$ cat config.mk
export PLATFORM = sky130hd
export DESIGN_NAME = seq_control_unit
export DESIGN_NICKNAME = d
export VERILOG_FILES = /design/src/rtl/seq_control_unit.sv
export SDC_FILE = /design/constraint.sdc
export NUM_CORES = 1
export LEC_CHECK = 0
export CAP_MARGIN = 0
export CORE_AREA = 2 2 83 85
export CTS_CLUSTER_DIAMETER = 60
export CTS_CLUSTER_SIZE = 8
export DETAILED_ROUTE_END_ITERATION = 16
export DIE_AREA = 0 0 85 87
export GPL_TIMING_DRIVEN = 1
export PLACE_DENSITY = 0.75
export SLEW_MARGIN = 20
export SYNTH_ARGS = -nofsm -noshare
export SYNTH_HDL_FRONTEND = slang
export SYNTH_SLANG_ARGS = --single-unit
$ cat constraint.sdc
create_clock -name clk -period 1.58 [get_ports clk]
set_input_delay 0.158 -clock clk [delete_from_list [all_inputs] [get_ports clk]]
set_output_delay 0.158 -clock clk [all_outputs]
set_load 0.005 [all_outputs]
$ cat src/rtl/seq_control_unit.sv
// Multi-cycle FETCH/EXEC/MEM/HALT sequencer: owns pc, fetches over req/ack, decodes datapath controls.
// Optional macro CU_ILLEGAL_TRAP_EN: undefined opcodes pulse illegal and halt instead of acting as NOP.
module seq_control_unit #(
   parameter int OPW     = 32,
   parameter int RSEL_W  = 4,
   parameter int CONST_W = 16,
   parameter int ADDR_W  = 8
) (
   input  logic                clk,
   input  logic                rst,
   output logic                imem_req,
   output logic [ADDR_W-1:0]   imem_addr,
   input  logic                imem_ack,
   input  logic [OPW-1:0]      imem_data,
   output logic                dmem_req,
   output logic                dmem_we,
   output logic [ADDR_W-1:0]   dmem_addr,
   input  logic                dmem_ack,
   input  logic                zero_in,
   output logic                load_en,
   output logic [RSEL_W-1:0]   a_sel,
   output logic [RSEL_W-1:0]   b_sel,
   output logic [RSEL_W-1:0]   dest_sel,
   output logic [3:0]          op_sel,
   output logic [CONST_W-1:0]  const_in,
   output logic                const_sel,
   output logic                data_sel,
   output logic [ADDR_W-1:0]   pc,
   output logic                halted,
   output logic                illegal
);

   typedef enum logic [1:0] {S_FETCH, S_EXEC, S_MEM, S_HALT} state_t;

   localparam logic [4:0] OP_NOP = 5'd0,  OP_MOVA = 5'd1,  OP_ADD = 5'd2,  OP_SUB = 5'd3;
   localparam logic [4:0] OP_AND = 5'd4,  OP_OR   = 5'd5,  OP_XOR = 5'd6,  OP_NOT = 5'd7;
   localparam logic [4:0] OP_ADI = 5'd8,  OP_SBI  = 5'd9,  OP_ANI = 5'd10, OP_ORI = 5'd11;
   localparam logic [4:0] OP_XRI = 5'd12, OP_MOVB = 5'd13, OP_LSR = 5'd14, OP_LSL = 5'd15;
   localparam logic [4:0] OP_LD  = 5'd16, OP_ST   = 5'd17, OP_JMP = 5'd18, OP_BZ  = 5'd19;
   localparam logic [4:0] OP_HLT = 5'd20;

   state_t              r_state, w_state_nxt;
   logic [ADDR_W-1:0]   r_pc, w_pc_nxt;
   logic [OPW-1:0]      r_ir;
   logic                r_run;
   logic                w_unused_ir;

   logic [4:0]          w_opc;
   logic [RSEL_W-1:0]   w_ra, w_rb, w_rd_r;
   logic [CONST_W-1:0]  w_imm;

   assign w_opc       = r_ir[OPW-1 -: 5];
   assign w_ra        = r_ir[OPW-6 -: RSEL_W];
   assign w_rb        = r_ir[OPW-6-RSEL_W -: RSEL_W];
   assign w_rd_r      = r_ir[OPW-6-2*RSEL_W -: RSEL_W];
   assign w_imm       = r_ir[OPW-6-2*RSEL_W -: CONST_W];
   assign w_unused_ir = ^r_ir;

   assign imem_addr = r_pc;
   assign pc        = r_pc;
   assign halted    = (r_state == S_HALT);

   function automatic logic [3:0] f_op_sel(input logic [4:0] opc);
      case (opc)
         OP_SUB, OP_SBI:         f_op_sel = 4'd1;
         OP_AND, OP_ANI:         f_op_sel = 4'd4;
         OP_OR,  OP_ORI, OP_MOVA: f_op_sel = 4'd5;
         OP_XOR, OP_XRI:         f_op_sel = 4'd6;
         OP_NOT:                 f_op_sel = 4'd7;
         OP_LSL:                 f_op_sel = 4'd8;
         OP_LSR:                 f_op_sel = 4'd9;
         OP_MOVB:                f_op_sel = 4'd10;
         default:                f_op_sel = 4'd0;
      endcase
   endfunction

   always_comb begin
      w_state_nxt = r_state;
      w_pc_nxt    = r_pc;
      imem_req    = 1'b0;
      dmem_req    = 1'b0;
      dmem_we     = 1'b0;
      dmem_addr   = '0;
      load_en     = 1'b0;
      a_sel       = '0;
      b_sel       = '0;
      dest_sel    = '0;
      op_sel      = '0;
      const_in    = '0;
      const_sel   = 1'b0;
      data_sel    = 1'b0;
      illegal     = 1'b0;
      case (r_state)
         S_FETCH: begin
            // r_run holds off the first request for one cycle after reset release
            imem_req = r_run;
            if (r_run && imem_ack) w_state_nxt = S_EXEC;
         end
         S_EXEC: begin
            w_state_nxt = S_FETCH;
            w_pc_nxt    = r_pc + 1'b1;
            case (w_opc)
               OP_NOP: ;
               OP_MOVA, OP_ADD, OP_SUB, OP_AND, OP_OR, OP_XOR, OP_NOT,
               OP_MOVB, OP_LSR, OP_LSL: begin
                  load_en   = 1'b1;
                  a_sel     = w_ra;
                  b_sel     = w_rb;
                  dest_sel  = w_rd_r;
                  op_sel    = f_op_sel(w_opc);
                  const_sel = (w_opc == OP_MOVA);
               end
               OP_ADI, OP_SBI, OP_ANI, OP_ORI, OP_XRI: begin
                  load_en   = 1'b1;
                  a_sel     = w_ra;
                  dest_sel  = w_rb;
                  const_in  = w_imm;
                  const_sel = 1'b1;
                  op_sel    = f_op_sel(w_opc);
               end
               OP_LD, OP_ST: begin
                  w_state_nxt = S_MEM;
                  w_pc_nxt    = r_pc;
               end
               OP_JMP: w_pc_nxt = w_imm[ADDR_W-1:0];
               OP_BZ:  if (zero_in) w_pc_nxt = w_imm[ADDR_W-1:0];
               OP_HLT: begin
                  w_state_nxt = S_HALT;
                  w_pc_nxt    = r_pc;
               end
               default: begin
`ifdef CU_ILLEGAL_TRAP_EN
                  illegal     = 1'b1;
                  w_state_nxt = S_HALT;
                  w_pc_nxt    = r_pc;
`endif
               end
            endcase
         end
         S_MEM: begin
            dmem_req  = 1'b1;
            dmem_addr = w_imm[ADDR_W-1:0];
            if (w_opc == OP_LD) begin
               dest_sel = w_rb;
               load_en  = dmem_ack;
               data_sel = dmem_ack;
            end else begin
               dmem_we = 1'b1;
               a_sel   = w_ra;
            end
            if (dmem_ack) begin
               w_state_nxt = S_FETCH;
               w_pc_nxt    = r_pc + 1'b1;
            end
         end
         default: ;
      endcase
   end

   always_ff @(posedge clk or posedge rst) begin
      if (rst) begin
         r_state <= S_FETCH;
         r_pc    <= '0;
         r_ir    <= '0;
         r_run   <= 1'b0;
      end else begin
         r_run   <= 1'b1;
         r_state <= w_state_nxt;
         r_pc    <= w_pc_nxt;
         if (r_state == S_FETCH && r_run && imem_ack) r_ir <= imem_data;
      end
   end

endmodule

# After elaboration in Yosys (flattened, before gate mapping)
# Memory sizes are Yosys's and may differ from the RTL's.
# Index checks and enable logic that the tools add are counted.
# word_totals
wordCells	79
reg_bits	43
mem_count	2
out_inout_bits	64
inputBits	37
romBits	128
# op_classes
eq_ne	26
n_reduce_logical	13
add_sub_neg	1
mux	33
# mem_list
memory	depth	width	rd	rd_ports_with_merged_regs	wr	line_no	source
(no name shown)	16	4	1	0	0	64	case (opc)
(no name shown)	16	4	1	0	0	64	
# ops
cell	count
$eq 5x4->1 const B	8
$mux 16	2
$mux 4	8
$pmux 4 s2	4
$eq 5x5->1 const B	5
$mux 8	3
$pmux 8 s3	1
$eq 5x3->1 const B	4
$pmux 8 s2	1
$reduce_or 15->1	1
$eq 5x2->1 const B	2
$reduce_or 10->1	1
$add 8x1->8 const B	1
$mux 1	8
$ne 2x2->1 const B	3
$pmux 2 s3	1
$reduce_and 3->1	2
$eq 5x1->1 const B	1
$reduce_or 5->1	1
$eq 2x2->1 const B	2
$mux 2	2
$pmux 1 s2	2
$pmux 2 s2	1
$logic_and 1x1->1	3
other kinds (6)	6

# Longest topological paths before layout
# Gate-level depths: netlist of run 1.
# logic_depth
ltp_word	4
mapped_depth	7
mapped_depth_nobuf	6

# Worst setup path before layout of run 1
# Ideal clock, no wire load.
# synth_timing
path_kind	register to register
from	register r_state[0]
to	register r_ir[10]
setup_ns	0.125
path_buffers	2
stages_incl_launch_ff	7
t_arrival_ns	1.523
required_ns	1.455
synth_period_minus_slack_ns	1.647
setup_slack_ns	-0.067
path_cell_list	dfrtp_1 inv_1 ha_1 nand3_1 buf_2 buf_2 mux2_2
# synth_between
elab_chain_len	3
# synth_lines
element	line_no	source
from (decl)	42	state_t r_state, w_state_nxt;
from (signal assigned)	168	r_state <= w_state_nxt;
$logic_not 2->1	170	if (r_state == S_FETCH && r_run && imem_ack) r_ir <= imem_data;
$logic_and 1x1->1 (2 in series)	170	
to (signal assigned)	170	
to (decl)	44	logic [OPW-1:0] r_ir;
# Every way passes these cells.
# A chain may end at the register's enable or synchronous reset.

# Worst setup path after layout of run 1
# layout_timing
from	register r_state[1]
to	output dest_sel[0]
# layout_between
elab_chain_len	2
word_cells_on_any_way	3
cone_classes	2 x eq/ne; 1 x mux
# layout_lines
element	line_no	source
$eq 2x2->1 / $eq 2x1->1 (equally long branches)	93	case (r_state)
$pmux 4 s2 (*)	93	
to (decl)	23	output logic [RSEL_W-1:0] dest_sel,
# Mark *: on every way between the ends. The rest lies on a longest branch, timed or not.

==> results.json, run 1 <==
{
  "dp_worst_setup_slack_ns": -0.433,
  "grt_pass1_wl_um": 12400,
  "setup_violations": 82,
  "die_w_um": 85,
  "wl_um": 8370,
  "grt-busiest-layer": "met2",
  "pwr-share-seq": 0.541,
  "r2r_slack_ns": -0.37,
  "syn_avg_cell_area_um2": 10.6,
  "synth_top_area_share": 0.409,
  "max-cap-violations": 0,
  "synth-edff-count": 0,
  "p_sw_uw": 436,
  "avgViaCountPerCell": 5.08,
  "fin_skew_ns": 0.00393,
  "synth_flop_cell": "dfrtp_1",
  "powerDensity_nw_per_um2": 418,
  "final_max_slew_viol_count": 0,
  "grt_usage": 0.214,
  "pwr-share-comb": 0.062,
  "clock-root-buffer": "clkbuf_8",
  "timing.final.ws_setup_ns": -0.478,
  "ys_top_cells_by_area": "dfrtp_1, mux2_2, and2_1, buf_4, ha_1",
  "cts_inserted_buffers": 5,
  "fin_nets": 433,
  "crit_fanout": 4,
  "synth_cells": 231,
  "period_needed_ns": 2.06,
  "postCtsHoldBufs": 0,
  "internal_power_uw": 1460,
  "antenna_cells": 0,
  "grt_setup_unrepaired": "yes",
  "dr.pass1.iters": 4,
  "grt_max_degree": 41,
  "synth_cell_types": 47,
  "yosysSeqAreaShare": 0.409,
  "clk-insertion-delay-late_ns": 0.30,
  "fillers": 454,
  "cp.required_ns": 1.42,
  "clock_path_buffers": 2,
  "die_h_um": 87,
  "cts_tree": "done",
  "synth_area_leader_cell": "dfrtp_1",
  "arrival_ns": 1.90,
  "ys_warn_count": 0,
  "met1_usage": 0.252,
  "wire_per_inst_um": 17.8,
  "clkSinkCount": 40,
  "cts.clk_slew.worst_paths_ns": 0.08,
  "core-area_um2": 6570,
  "num_io_pins": 101,
  "dieArea_um2": 7400,
  "clkPwrFrac": 0.397,
  "final_util": 0.691,
  "syn_nets": 274,
  "drtIter0Drc": 61,
  "place_congestion": 0.841,
  "p_leak_uw": 0.00226,
  "overflow": 0,
  "initial_core_util": 0.373,
  "vias": 2391,
  "cp-end-kind": "output pin",
  "status": "finished, violations left",
  "detailed_place_hpwl_um": 4840,
  "ys_ff_latch": 40,
  "fin_crit_sh": 1.30,
  "grtUsageMet2": 0.379,
  "ant_nets": 0,
  "holdCritPathClass": "input pin to async pin",
  "p_total_uw": 1900,
  "drive_gt1_frac": 0.598,
  "worstSetupPathType": "flip-flop to output pin",
  "num_rows": 30,
  "grt_pass1_vias": 2445,
  "worst_setup_path_start_kind": "flip-flop",
  "syn_area_um2": 2450,
  "violations": "negative setup slack",
  "htreeDepth": 2,
  "portBuffers": 96,
  "p_sw_frac": 0.230,
  "rr_worst_depth": 9,
  "use_met3": 0.0521,
  "async_flop_share": 1.00,
  "fmax_mhz": 486,
  "ir_drop_v": 0.000434,
  "hold_viol_final": 0,
  "drc_errors": 0,
  "area_delta_synth_final_pct": 85.3,
  "antenna_found_initial": 0
}
[final cells by class]
type,instances,area (um^2),area share
clock buffers,6,82.6,0.0182
repair buffers,174,1690,0.373
clock inverters,2,13.8,0.00303
inverters,8,30.0,0.00662
flip-flops and latches,40,1000,0.221
multi-input cells,161,1610,0.356
well taps,80,100,0.0221
[logic make-up (layout without fill, tap and decap cells)]
| group | Yosys count | after routing | synth area share |
|---|---|---|---|
| and+or+nand+nor | 81 | 81 | 0.202 |
| DFF | 40 | 40 | 0.409 |
| buffers and inverters | 30 | 190 | 0.0715 |
| xor gates and xnor gates | 1 | 1 | 0.00358 |
| other | 2 | 2 | 0.00307 |
| AOI/OAI and AO/OA | 33 | 33 | 0.108 |
| muxes | 37 | 37 | 0.169 |
| adders and majority gates | 7 | 7 | 0.0347 |
[layout by cell type (no fill, tap or decap), types with 3 or more instances in the layout]
cell and count:
nor2_1 3, inv_1 5, nand3_1 5, ha_1 3
a32o_1 4, mux2i_1 4, and2_4 29, nand2_1 11
clkbuf_8 6, ha_4 3, nand4_1 3, dfrtp_1 37
buf_12 3, clkdlybuf4s50_1 49, clkbuf_2 3, buf_6 54
dfrtp_2 3, buf_4 45, inv_2 3, a21boi_2 5
mux2_4 28, a2bb2oi_2 4, buf_2 16, mux2_2 3
nor2_2 3, o21ai_2 3, and2_1 6, nand2b_1 3
[critical path: stages, from the launching register on]
cell     delay [ns]
dfrtp_1        0.41
inv_2          0.07
ha_4           0.17
and4b_2        0.28
buf_6          0.14
o21a_4         0.20
a32o_1         0.21
buf_2          0.13
[through the flow]
stage	hold slack, ns	instances	area (um^2)	TNS (ns)
after detailed placement	0.488	420	3650	-14.87
after floorplan	0.308	231	2450	-0.000104
after global routing	0.230	471	4540	-21.80
final	0.216	471	4540	-17.76
after CTS	0.220	457	4200	-11.67
after global placement	0.483	420	3650	-13.81
[final timing paths]
path,from,to
max in group asynchronous,rst,r_ir[28]
setup reg to reg,r_state[1],imem_addr[5]
setup / recovery,r_state[1],dest_sel[0]
hold / removal,rst,r_ir[13]
min in group clk,imem_data[24],r_ir[24]
hold reg to reg,r_ir[13],r_ir[13]
[power by group through the flow]
stage	combinational (uW)	clock, uW	sequential, uW
global placement	113	0	1050
detailed placement	115	0	1050
CTS	117	762	1030
global route	128	828	1030
finish	118	754	1030
floorplan	19.9	0	1050
[per-layer routing]
layer	routed length (um)	vias to the layer above
li1	-	1111
met1	3450	1179
met2	4390	90
met3	410	11
met4	116	0
met5	0	-
[synthesized netlist by cell type (2+ instances only)]
| cell type | instances |
|---|---|
| ha_1 | 6 |
| mux2i_1 | 6 |
| inv_1 | 8 |
| nand2b_1 | 4 |
| nand2_1 | 12 |
| a32o_1 | 4 |
| nand3_1 | 6 |
| a2bb2oi_1 | 3 |
| o21a_1 | 3 |
| nor2_1 | 5 |
| buf_6 | 2 |
| nor2_2 | 2 |
| a21oi_1 | 4 |
| nand4_1 | 3 |
| clkbuf_1 | 4 |
| o21ai_0 | 5 |
| buf_2 | 5 |
| mux2_2 | 30 |
| and2_1 | 35 |
| nor3_1 | 4 |
| conb_1 | 2 |
| a21boi_2 | 3 |
| buf_4 | 11 |
| and4b_1 | 2 |
| dfrtp_1 | 40 |
[sequential cells by signal, indices dropped and copies added, names as in the netlist]
name	flops
imem_addr	8
r_ir	29
r_run	1
r_state	2
[timing repair]
item | in CTS | in global routing
endpoints found under the setup margin | 83 | 70
pin swaps | 32 | 13
setup buffers | 26 | 18
resized for setup | 265 | 83
cloned | 5 | 0
Note: power is estimated with default switching activity, not from simulation.
==> inputs of run 2 (changes only) <==
Settings changed: CORE_AREA 2 2 83 85 to 2 2 76 78, DIE_AREA 0 0 85 87 to 0 0 78 80, GPL_TIMING_DRIVEN 1 to 0, PLACE_DENSITY 0.75 to 0.84.
Clock period 1.58 ns to 2.4 ns, I/O delays scaled along.
==> run 2 against run 1 <==
The run now ends clean. Critical endpoint is now b_sel[2]. Routed wire length is 25% lower. Largest cell class is now multi-input gates. Hold slack better by 0.019 ns. Critical path type unchanged. Sequential power shrank 34%. Highest routed layer unchanged. Largest power group unchanged. Core utilization up 1.5 points.
==> results.json, run 2 (synthesis results as in run 1) <==
{
  "cts.clk_slew.worst_paths_ns": 0.08,
  "grt_pass1_wl_um": 9850,
  "p_leak_uw": 0.00179,
  "max-cap-violations": 0,
  "drtIter0Drc": 75,
  "portBuffers": 96,
  "pwr-share-seq": 0.573,
  "worst_setup_path_start_kind": "flip-flop",
  "avgViaCountPerCell": 5.09,
  "p_sw_uw": 255,
  "grt_pass1_vias": 2070,
  "htreeDepth": 2,
  "powerDensity_nw_per_um2": 309,
  "overflow": 0,
  "period_needed_ns": 2.32,
  "drc_errors": 0,
  "fin_setup_tns_ns": 0,
  "die_w_um": 78,
  "cts_inserted_buffers": 5,
  "grt_max_degree": 25,
  "worstSetupPathType": "flip-flop to output pin",
  "crit_fanout": 9,
  "fin_crit_sh": 0.968,
  "largest_reg_flops": 29,
  "clock_path_buffers": 2,
  "fmax_mhz": 431,
  "hold_viol_final": 0,
  "internal_power_uw": 923,
  "holdCritPathClass": "input pin to async pin",
  "cts_tree": "done",
  "antenna_found_initial": 0,
  "status": "finished, final reports clean",
  "fin_nets": 388,
  "detailed_place_hpwl_um": 4680,
  "die_h_um": 80,
  "ant_nets": 0,
  "clkSinkCount": 40,
  "layout_common_cells": "clkdlybuf4s50_1, dfrtp_1, and2_1",
  "area_delta_synth_final_pct": 55.7,
  "cp-end-kind": "output pin",
  "cp.required_ns": 2.16,
  "drive_gt1_frac": 0.272,
  "initial_core_util": 0.453,
  "setup_violations": 0,
  "clk-insertion-delay-late_ns": 0.29,
  "multi_input_area_um2": 1360,
  "wl_um": 6270,
  "num_rows": 27,
  "final_max_slew_viol_count": 0,
  "antenna_cells": 0,
  "fillers": 417,
  "fin_hold_ws_ns": 0.234,
  "p_sw_frac": 0.217,
  "ir_drop_v": 0.000271,
  "vias": 2121,
  "largest-register": "r_ir",
  "dieArea_um2": 6240,
  "grt_usage": 0.201,
  "place_congestion": 0.829,
  "slew_headroom": 0.644,
  "layout.cells.most_common": "clkdlybuf4s50_1",
  "fin_skew_ns": 0.00871,
  "pwr-share-comb": 0.063,
  "seqCellArea_um2": 1000,
  "core-area_um2": 5410,
  "rr_worst_depth": 6,
  "clkPwrFrac": 0.364,
  "placed_area_um2": 3520,
  "r2r_slack_ns": 0.48,
  "worst_pin_slew_ns": 0.534,
  "dr.pass1.iters": 4,
  "finalInstanceArea_um2": 3810,
  "arrival_ns": 2.08,
  "num_io_pins": 101,
  "clock-root-buffer": "clkbuf_8",
  "wire_per_inst_um": 15.0
}
==> run 2: changes by cell type in the layout (fill, tap and decap cells not counted), moves of 14 or more <==
cell / change
and2_1: +27
and2_4: -27
buf_2: -14
buf_4: -24
buf_6: -48
clkdlybuf4s50_1: +40
mux2_2: +27
mux2_4: -27
==> run 2: metrics by stage <==
step	utilization	worst slack [ns]	power (uW)	std cells
detailed placement	0.651	-0.0241	763	400
global placement	0.648	0.0535	758	399
CTS	0.686	0.00372	1190	411
floorplan	-	0.751	701	231
global route	0.706	-0.0291	1220	417
finish	0.706	0.0773	1180	417
==> run 2: repair_timing <==
item	4_1_cts	5_1_grt
gates resized for setup	20	20
hold buffers	0	0
endpoints found under the setup margin	31	30
buffers inserted	5	6
pin swaps	4	3
==> run 2: layout make-up <==
cell class / count / share of cell area
plain buffers: 21 / 0.0459
clock buffers: 5 / 0.0180
clock inverters: 2 / 0.00328
inverters: 8 / 0.00787
multi-input cells: 161 / 0.356
flip-flops and latches: 40 / 0.263
well taps: 72 / 0.0236
repair buffers: 108 / 0.282
==> run 2: power groups by stage <==
stage	combinational, uW	clock [uW]	sequential (uW)
floorplan	13.1	0	688
global placement	70.1	0	688
detailed placement	75.3	0	688
CTS	75.6	436	675
global route	81.0	467	675
finish	74.1	429	675
==> run 2: layer usage <==
| layer | part of all wire | vias up | GRT usage |
|---|---|---|---|
| met5 | 0 | - | 0 |
| met4 | 0.0088 | 0 | 0.0561 |
| met3 | 0.078 | 5 | 0.0701 |
| met2 | 0.51 | 78 | 0.355 |
| met1 | 0.41 | 1021 | 0.230 |
| li1 | - | 1017 | - |
==> run 2: critical path, cell delays in order (launching register included) <==
cell and delay [ns]:
dfrtp_1 0.34, buf_6 0.14, nor2_4 0.07, maj3_1 0.39
nor2_4 0.17, and2_1 0.14, clkdlybuf4s50_1 0.53
==> run 2: path summary, 6_finish.rpt <==
| kind | to | startpoint |
|---|---|---|
| max in group asynchronous | r_state[0] | rst |
| min in group clk | r_ir[12] | r_ir[12] |
| hold / removal | r_ir[12] | rst |
| hold reg to reg | r_ir[12] | r_ir[12] |
| setup reg to reg | r_ir[3] | r_state[0] |
| setup / recovery | b_sel[2] | r_ir[27] |
